[src/rtl/id_ex_stage_reg_pkg.sv]
// id_ex_stage_reg_pkg: shared pipeline widths, control bundle and bubble value
package id_ex_stage_reg_pkg;
  localparam int XLEN = 32;
  localparam int ALUOP_W = 4;
  typedef struct packed {
    logic regWrite;
    logic memRead;
    logic memWrite;
    logic memToReg;
    logic aluSrc;
    logic branch;
    logic [ALUOP_W-1:0] aluOp;
  } ctrl_t;
  localparam ctrl_t BUBBLE_CTRL = '0;
endpackage

[src/rtl/id_ex_stage_reg_sat_counter.sv]
// sat_counter: saturating up-counter with synchronous active-low clear
module sat_counter #(
  parameter int W = 32
) (
  input  logic         i_clk,
  input  logic         i_rst_n,
  input  logic         i_en,
  output logic [W-1:0] o_cnt
);
  always_ff @(posedge i_clk)
    if (!i_rst_n) o_cnt <= '0;
    else if (i_en && o_cnt != '1) o_cnt <= o_cnt + 1'b1;
endmodule

[src/rtl/id_ex_stage_reg.sv]
// id_ex_stage_reg: ID/EX pipeline register with flush/hold/nop bubbles; ID_EX_BUBBLE_CNT_EN enables the bubble counter
module id_ex_stage_reg
  import id_ex_stage_reg_pkg::*;
#(
  parameter int XLEN = id_ex_stage_reg_pkg::XLEN,
  parameter int ALUOP_W = id_ex_stage_reg_pkg::ALUOP_W,
  parameter int CNT_W = 32
) (
  input  logic               i_clk,
  input  logic               i_rst_n,
  input  logic               i_hold,
  input  logic               i_flush,
  input  logic               i_nop,
  input  logic [XLEN-1:0]    i_pc,
  input  logic [XLEN-1:0]    i_rs1_data,
  input  logic [XLEN-1:0]    i_rs2_data,
  input  logic [XLEN-1:0]    i_imm,
  input  logic [4:0]         i_rs1_addr,
  input  logic [4:0]         i_rs2_addr,
  input  logic [4:0]         i_rd_addr,
  input  logic               i_regWrite,
  input  logic               i_memRead,
  input  logic               i_memWrite,
  input  logic               i_memToReg,
  input  logic               i_aluSrc,
  input  logic               i_branch,
  input  logic [ALUOP_W-1:0] i_aluOp,
  output logic [XLEN-1:0]    o_pc,
  output logic [XLEN-1:0]    o_rs1_data,
  output logic [XLEN-1:0]    o_rs2_data,
  output logic [XLEN-1:0]    o_imm,
  output logic [4:0]         o_rs1_addr,
  output logic [4:0]         o_rs2_addr,
  output logic [4:0]         o_rd_addr,
  output logic               o_regWrite,
  output logic               o_memRead,
  output logic               o_memWrite,
  output logic               o_memToReg,
  output logic               o_aluSrc,
  output logic               o_branch,
  output logic [ALUOP_W-1:0] o_aluOp,
  output logic               o_valid,
  output logic [CNT_W-1:0]   o_bubble_cnt
);
  ctrl_t ctrl_q;
  logic bubble;
  assign bubble = i_flush || (i_nop && !i_hold);
  always_ff @(posedge i_clk)
    if (!i_rst_n || bubble) begin
      o_pc <= '0;
      o_rs1_data <= '0;
      o_rs2_data <= '0;
      o_imm <= '0;
      o_rs1_addr <= '0;
      o_rs2_addr <= '0;
      o_rd_addr <= '0;
      ctrl_q <= BUBBLE_CTRL;
      o_valid <= 1'b0;
    end else if (!i_hold) begin
      o_pc <= i_pc;
      o_rs1_data <= i_rs1_data;
      o_rs2_data <= i_rs2_data;
      o_imm <= i_imm;
      o_rs1_addr <= i_rs1_addr;
      o_rs2_addr <= i_rs2_addr;
      o_rd_addr <= i_rd_addr;
      ctrl_q <= '{i_regWrite, i_memRead, i_memWrite, i_memToReg, i_aluSrc, i_branch, i_aluOp};
      o_valid <= 1'b1;
    end
  assign o_regWrite = ctrl_q.regWrite;
  assign o_memRead = ctrl_q.memRead;
  assign o_memWrite = ctrl_q.memWrite;
  assign o_memToReg = ctrl_q.memToReg;
  assign o_aluSrc = ctrl_q.aluSrc;
  assign o_branch = ctrl_q.branch;
  assign o_aluOp = ctrl_q.aluOp;
`ifdef ID_EX_BUBBLE_CNT_EN
  sat_counter #(.W(CNT_W)) u_cnt (
    .i_clk(i_clk),
    .i_rst_n(i_rst_n),
    .i_en(bubble),
    .o_cnt(o_bubble_cnt)
  );
`else
  assign o_bubble_cnt = '0;
`endif
endmodule

[config.mk]
export PLATFORM = sky130hd
export DESIGN_NAME = id_ex_stage_reg
export DESIGN_NICKNAME = d
export VERILOG_FILES = /design/src/rtl/id_ex_stage_reg_pkg.sv /design/src/rtl/id_ex_stage_reg_sat_counter.sv /design/src/rtl/id_ex_stage_reg.sv
export SDC_FILE = /design/constraint.sdc
export NUM_CORES = 1
export LEC_CHECK = 0
export ABC_AREA = 1
export BUFFER_PORTS_ARGS = -buffer_cell sky130_fd_sc_hd__buf_2
export CAP_MARGIN = 40
export CELL_PAD_IN_SITES_DETAIL_PLACEMENT = 0
export CELL_PAD_IN_SITES_GLOBAL_PLACEMENT = 1
export CORE_ASPECT_RATIO = 1.5
export CORE_MARGIN = 2
export CORE_UTILIZATION = 27
export DETAILED_ROUTE_END_ITERATION = 7
export PLACE_DENSITY = 0.85
export REMOVE_ABC_BUFFERS = 1
export SLEW_MARGIN = 20
export SYNTH_ARGS = -nofsm -noshare
export SYNTH_HDL_FRONTEND = slang
export SYNTH_HIERARCHICAL = 1
export SYNTH_SLANG_ARGS = --single-unit
[constraint.sdc]
create_clock -name i_clk -period 0.99 [get_ports i_clk]
set_clock_uncertainty 0.15 [all_clocks]
set_input_delay 0.099 -clock i_clk [delete_from_list [all_inputs] [get_ports i_clk]]
set_output_delay 0.099 -clock i_clk [all_outputs]
set_load 0.01 [all_outputs]
# ---- Word level (Yosys, flattened, before mapping)
# Index checks and enable logic that the tools add are counted.
# W data, S select, Z words.
dict set report totals {
  register_bits 154
  latchBits 0
  mem_bits_rw 0
  romBits 0
  in_bits 158
  out_inout_bits 186
  n_memories 0
}
dict set report classes {
  add_sub_neg 0
  mul 0
  n_div 0
  magnitude_cmp 0
  n_eq_ne 0
  n_shift 0
  mux 0
  n_bitwise 0
  n_reduce_logical 5
}
# operator n
set op_table {}
lappend op_table {{$logic_not A1 Y1} 2}
lappend op_table {{$logic_or A1 B1 Y1} 2}
lappend op_table {{$logic_and A1 B1 Y1} 1}

# ---- Depth between registers and ports, before layout
# Gate-level depths: netlist of the first run.
dict set report logic_depth {
  word_depth 4
  mapped_depth 7
}

# ---- Worst setup path after synthesis of the first run
# Ideal clock, no wire load.
dict set report synth_timing {
  path_kind {input to register}
  start {input port i_hold}
  end {register o_pc[0]}
  setup_time_ns 0.117
  t_arrival_ns 0.816
  setup_slack_ns -0.093
  stages 7
  path_buffers 3
  path_cell_list {buf_4 inv_2 nand2_1 nand2_2 buf_6 buf_2 nor2_1}
}
dict set report synth_between {
  elab_chain_cells 4
}
# item line_no
set synth_rtl {}
lappend synth_rtl {{start, declared} id_ex_stage_reg.sv:11} ;# input logic i_hold,
lappend synth_rtl {{$logic_not A1 Y1} --}
lappend synth_rtl {{$logic_and A1 B1 Y1} id_ex_stage_reg.sv:47} ;# assign bubble = i_flush || (i_nop && !i_hold);
lappend synth_rtl {{$logic_or A1 B1 Y1} id_ex_stage_reg.sv:47}
lappend synth_rtl {{$logic_or A1 B1 Y1} id_ex_stage_reg.sv:49} ;# if (!i_rst_n || bubble) begin
lappend synth_rtl {{end signal, assigned} id_ex_stage_reg.sv:60} ;# o_pc <= i_pc;
lappend synth_rtl {{end, declared} id_ex_stage_reg.sv:28} ;# output logic [XLEN-1:0] o_pc,
# Several ways; a longest one is shown, not always the timed one.
# A chain may end at the register's enable or synchronous reset.

# ---- Worst setup path after layout of the first run
dict set report layout_timing {
  start {register o_imm[25]}
  end {output port o_imm[25]}
}
# item line_no
set layout_lines {}
lappend layout_lines {{start, declared} id_ex_stage_reg.sv:31} ;# output logic [XLEN-1:0] o_imm,
lappend layout_lines {{start signal, assigned} id_ex_stage_reg.sv:63} ;# o_imm <= i_imm;
# No word-level cell between the ends.

==> results of run 1 <==
==> routing by layer <==
layer  vias to the layer above  global-route usage  part of all wire
li1                       4013                   -                 -
met1                      3248               0.152              0.37
met2                       269               0.287              0.51
met3                        89              0.0369             0.055
met4                         0               0.115             0.067
met5                         -                   0                 0
==> cell type report <==
| cell class | instances | area, um2 |
|---|---|---|
| diodes | 1 | 2.50 |
| clock buffers | 19 | 443 |
| clock inverters | 11 | 171 |
| fillers | 2476 | 13500 |
| inverters | 308 | 1160 |
| multi-input cells | 649 | 2450 |
| flip-flops and latches | 154 | 3280 |
| well taps | 333 | 417 |
| repair buffers | 494 | 4390 |
==> cell families after synthesis <==
logic type | Yosys count | share of synthesized area
and+or+nand+nor | 617 | 0.328
buffers and inverters | 390 | 0.234
other | 1 | 0.000531
DFF | 154 | 0.437
==> power by group <==
group | switching (mW) | leakage (nW) | internal [mW] | total [mW]
combinational | 1.07 | 5.69 | 1.28 | 2.35
sequential | 0.119 | 1.32 | 6.40 | 6.51
clock | 2.62 | 0.295 | 4.26 | 6.88
==> state kept, by name (all words and copies together), names as in the netlist <==
signal,cells
o_memRead,1
o_memWrite,1
o_branch,1
o_memToReg,1
o_aluOp,4
o_aluSrc,1
o_rs2_addr,5
o_regWrite,1
o_rs2_data,32
o_rd_addr,5
o_pc,32
o_imm,32
o_rs1_data,32
o_valid,1
o_rs1_addr,5
==> worst reg2reg max path: cells and delay by family, from the launching register on <==
kind	cells	cell delay, ps
DFF	1	330
and+or+nand+nor	3	200
buffers and inverters	2	170
==> Yosys cell counts (all sizes together) <==
cell type  count  area, um2
nand2        155        584
buf           76        477
dfxtp        154       3080
conb           1       3.75
clkbuf         6       22.5
nor2         462       1730
inv          308       1160
==> stage by stage <==
step	cell area, um2	hold WS, ps	worst slack [ps]	power, mW	utilization
2_1_floorplan	6680	118	-955	7.32	-
3_3_place_gp	8940	261	-214	8.22	0.347
3_5_place_dp	8940	273	-229	8.24	0.347
4_1_cts	12300	44.0	-169	16.0	0.476
5_1_grt	12300	70.4	-178	16.5	0.478
6_report	12300	53.1	-139	15.8	0.478
==> repair_timing <==
action	4_1_cts	5_1_grt
hold endpoints to repair	154	0
setup endpoints to repair	154	156
buffers inserted	2	3
pin swaps	0	4
hold buffers	154	0
gates resized for setup	326	5
cloned	0	0
==> worst min-delay path by stage <==
| stage | start | endpoint | cells after the start |
|---|---|---|---|
| 2_1_floorplan | i_hold | o_valid$_SDFFE_PP0N_ | 3 |
| 3_3_place_gp | i_rs2_data[6] | o_rs2_data[6]$_SDFFE_PP0N_ | 5 |
| 3_5_place_dp | i_rs2_data[1] | o_rs2_data[1]$_SDFFE_PP0N_ | 5 |
| 4_1_cts | i_flush | o_valid$_SDFFE_PP0N_ | 5 |
| 5_1_grt | i_flush | o_valid$_SDFFE_PP0N_ | 5 |
| 6_report | i_flush | o_imm[15]$_SDFFE_PP0N_ | 5 |
==> placed cells by master, fill, tap and decap left out <==
| cell type | synthesis | layout |
|---|---|---|
| clkinvlp_4 | 0 | 2 |
| inv_6 | 0 | 1 |
| clkinv_2 | 0 | 2 |
| inv_1 | 307 | 306 |
| buf_2 | 39 | 156 |
| conb_1 | 1 | 32 |
| clkbuf_8 | 0 | 2 |
| nand2_1 | 154 | 152 |
| buf_12 | 0 | 8 |
| dlygate4sd3_1 | 0 | 154 |
| clkbuf_16 | 0 | 17 |
| inv_2 | 1 | 2 |
| clkbuf_1 | 6 | 1 |
| clkinv_4 | 0 | 2 |
| nor2_1 | 462 | 460 |
| dfxtp_2 | 0 | 154 |
| buf_6 | 1 | 154 |
| diode_2 | 0 | 1 |
| bufinv_16 | 0 | 4 |
| nor2_2 | 0 | 2 |
| nand2_2 | 1 | 2 |
| nand2_4 | 0 | 1 |
| buf_4 | 36 | 21 |
==> flow_summary.json, run 1 <==
{
  "dr.first_iter.drc_count": 268,
  "grt.total_usage": 0.158,
  "antenna_found_initial": 1,
  "final_cells": 1969,
  "grt_pass1_vias": 7465,
  "violations": "setup timing",
  "core_mm2": 0.0258,
  "worst-r2r-setup-slack_ps": 30,
  "port_buffers": 311,
  "die_h_um": 202,
  "crit_chain": "buf_6",
  "first_pass_iters": 4,
  "rsz0062_at_grt": "yes",
  "p_per_area_mw_per_mm2": 1280,
  "clock_latency_ps": 420,
  "p_leak_nw": 7.30,
  "cp-endpoint": "o_imm[25]",
  "wirelength_um": 21900,
  "max_stage_delay_ps": 350,
  "timing.critical_path.buf_inv": 1,
  "cp-start-kind": "flip-flop",
  "ios": 344,
  "irDropWorstVdd_uv": 1110,
  "drc_errors": 0,
  "cp_max_fo": 2,
  "drv_slew": 0,
  "start_util": 0.274,
  "cts_root_buffer": "clkbuf_16",
  "crit_type": "flip-flop to output port",
  "cts.reportedPaths.clkPinSlew_ps": 60,
  "clock-sinks": 154,
  "fmax_mhz": 886,
  "final_nets": 1782,
  "crit_start": "o_imm[25]$_SDFFE_PP0N_",
  "syn_area_mm2": 0.00706,
  "netlist_instances": 1162,
  "post-dp-hpwl_um": 14500,
  "r2r-end": "o_rs2_addr[1]$_SDFFE_PP0N_",
  "path_delay_family": "flip-flops",
  "drtAntennaViolNets": 0,
  "critPathSlowestCell": "dfxtp_2",
  "dpl.cell_count": 1779,
  "finalHoldViolCount": 0,
  "worstPathArrival_ps": 880,
  "setup_violations": 154,
  "num_vias": 7619,
  "period_share": 1.14,
  "fin_tns_setup_ps": -18760,
  "gp_congestion": 0.832,
  "area_delta_synth_final_pct": 74.3,
  "setup_ws_ps": -139,
  "htree_levels": 4,
  "via_per_inst": 3.87,
  "rows": 72,
  "synth_cell_types": 11,
  "overflow": 0,
  "cp.required_ps": 740,
  "grt_max_degree": 58,
  "cts_tree": "yes",
  "cts_buffers": 17,
  "cp-end-kind": "output port",
  "cp.depth": 1,
  "layout-drive-gt1-share": 0.324,
  "die_w_um": 136,
  "clockBufferDepth": 2,
  "ys_ff_latch": 154,
  "hp-class": "input pin to flip-flop",
  "wire_per_inst_um": 11.1,
  "post-route-min-period_ps": 1130,
  "ys_seq_area_frac": 0.437,
  "rr_startpoint": "o_rs2_addr[1]$_SDFFE_PP0N_",
  "ys_warn_count": 6,
  "grt_pass1_wl_um": 34400,
  "maxCapViolations": 0,
  "status": "finished, violations left",
  "rr_worst_depth": 5,
  "syn_avg_cell_area_um2": 6.08,
  "die_area_mm2": 0.0275
}
(Power assumes the default switching activity.)
==> run 2, diff against run 1 <==
--- a/config.mk
+++ b/config.mk
@@ -10,11 +10,12 @@
 export CAP_MARGIN = 40
 export CELL_PAD_IN_SITES_DETAIL_PLACEMENT = 0
 export CELL_PAD_IN_SITES_GLOBAL_PLACEMENT = 1
-export CORE_ASPECT_RATIO = 1.5
+export CORE_ASPECT_RATIO = 0.75
 export CORE_MARGIN = 2
 export CORE_UTILIZATION = 27
 export DETAILED_ROUTE_END_ITERATION = 7
-export PLACE_DENSITY = 0.85
+export GPL_TIMING_DRIVEN = 0
+export PLACE_DENSITY = 0.87
 export REMOVE_ABC_BUFFERS = 1
 export SLEW_MARGIN = 20
 export SYNTH_ARGS = -nofsm -noshare
==> run 2 against run 1 <==
Against the previous run: the flow finishes with violations (hold timing, setup timing); wire length rose by 12%; sequential share of layout area is 0.21 points lower; flip-flop and latch count unchanged; combinational power rose by 6%; critical path depth did not move; via count is 0.53% higher; final area is 0.80% higher; core utilization up 0.24 points; sequential power about the same; register-to-register slack worse by 40 ps; clock power shrank 0.9%; largest cell class unchanged.
==> flow_summary.json, run 2 (same netlist as run 1, synthesis figures left out) <==
{
  "cp_max_fo": 2,
  "antenna_cells": 0,
  "finalHoldViolCount": 17,
  "critPathSlowestCell": "dfxtp_2",
  "setup_ws_ps": -149,
  "dpl.cell_count": 1769,
  "grt_pass1_vias": 7189,
  "gp_congestion": 0.757,
  "violations": "hold timing, setup timing",
  "worstPathArrival_ps": 890,
  "fmax_mhz": 878,
  "rsz0062_at_grt": "yes",
  "drtAntennaViolNets": 0,
  "grt_pass1_wl_um": 35500,
  "setup_violations": 155,
  "die_h_um": 144,
  "cp-end-kind": "output port",
  "timing.critical_path.buf_inv": 1,
  "max_stage_delay_ps": 350,
  "path_delay_family": "flip-flops",
  "cts_buffers": 17,
  "cp.required_ps": 740,
  "crit_type": "flip-flop to output port",
  "maxCapViolations": 0,
  "cts_root_buffer": "clkbuf_16",
  "layout-drive-gt1-share": 0.324,
  "via_per_inst": 3.88,
  "cts_hold_buffers": 153,
  "ios": 344,
  "crit_chain": "buf_6",
  "clock-sinks": 154,
  "final_cells": 1975,
  "cts_tree": "yes",
  "area_delta_synth_final_pct": 75.7,
  "core_mm2": 0.0258,
  "final_cell_mix": "nor2_1, inv_1, buf_2, buf_6, dfxtp_2",
  "post-route-min-period_ps": 1140,
  "overflow": 0,
  "wire_per_inst_um": 12.4,
  "hp-class": "input pin to flip-flop",
  "grt_max_degree": 138,
  "p_per_area_mw_per_mm2": 1270,
  "port_buffers": 311,
  "grt.total_usage": 0.166,
  "die_w_um": 191,
  "cp-start-kind": "flip-flop",
  "post-dp-hpwl_um": 12500,
  "num_vias": 7659,
  "status": "finished, violations left",
  "dr.first_iter.drc_count": 183,
  "wirelength_um": 24600,
  "htree_levels": 4,
  "period_share": 1.15,
  "first_pass_iters": 5,
  "antenna_found_initial": 0,
  "cts.reportedPaths.clkPinSlew_ps": 60,
  "clockBufferDepth": 2,
  "die_area_mm2": 0.0275,
  "hold-worst-slack_ps": -39.8,
  "dp_slack_ps": -1190,
  "clock_latency_ps": 420,
  "fin_tns_setup_ps": -18470,
  "p_leak_nw": 7.33,
  "irDropWorstVdd_uv": 1110,
  "final_nets": 1777,
  "layout_commonest_cell": "nor2_1",
  "drc_errors": 0,
  "start_util": 0.273,
  "rows": 51,
  "drv_slew": 0,
  "fillerInstances": 2364
}
-- run 2: what timing repair did --
action | in CTS | in global routing
buffers inserted | 2 | 13
pin swaps | 1 | 8
hold endpoints to repair | 153 | 15
resized for setup | 324 | 5
endpoints found under the setup margin | 308 | 211
cloned | 6 | 1
-- run 2: cell type report --
class / count / area, um2 / area share
repair buffers: 487 / 4430 / 0.357
flip-flops and latches: 154 / 3280 / 0.264
multi-input cells: 651 / 2510 / 0.203
inverters: 308 / 1160 / 0.0932
clock buffers: 20 / 457 / 0.0368
well taps: 344 / 430 / 0.0347
clock inverters: 11 / 145 / 0.0117
-- run 2: path summary, 6_finish.rpt --
kind                               from                           to  cells after the start  slack [ps]
setup / recovery  o_pc[31]$_SDFFE_PP0N_                     o_pc[31]                      1        -150
hold / removal                   i_hold  o_rs1_data[18]$_SDFFE_PP0N_                      4         -40
setup reg to reg  o_pc[12]$_SDFFE_PP0N_        o_pc[12]$_SDFFE_PP0N_                      5         -10
hold reg to reg    o_valid$_SDFFE_PP0N_         o_valid$_SDFFE_PP0N_                      2         350
-- run 2: power by group --
part	leakage (nW)	total, mW	internal (mW)	switching (mW)
sequential	1.32	6.51	6.39	0.120
combinational	5.72	2.48	1.32	1.16
clock	0.288	6.82	4.09	2.73
total	7.33	15.8	11.8	4.01
-- run 2: tightest hold or removal path, delay by kind of cell --
| kind | cells | cell delay, ps |
|---|---|---|
| buf+inv | 1 | 200 |
| simple gates | 3 | 180 |
-- run 2: metrics by stage --
stage	instance area, um2	power, mW	util
finish	12400	15.8	0.480
global placement	8660	8.14	0.335
floorplan	6680	7.32	-
detailed placement	8770	8.14	0.339
global route	12400	16.6	0.480
CTS	12300	16.0	0.475
-- run 2: metal layers --
metal	vias up	GRT usage	wire length, um	share of wire
met4	0	0.0653	543	0.022
met1	3344	0.186	10500	0.43
met2	269	0.285	11400	0.47
met3	36	0.0624	2080	0.084
met5	-	0	0	0
li1	4010	-	-	-
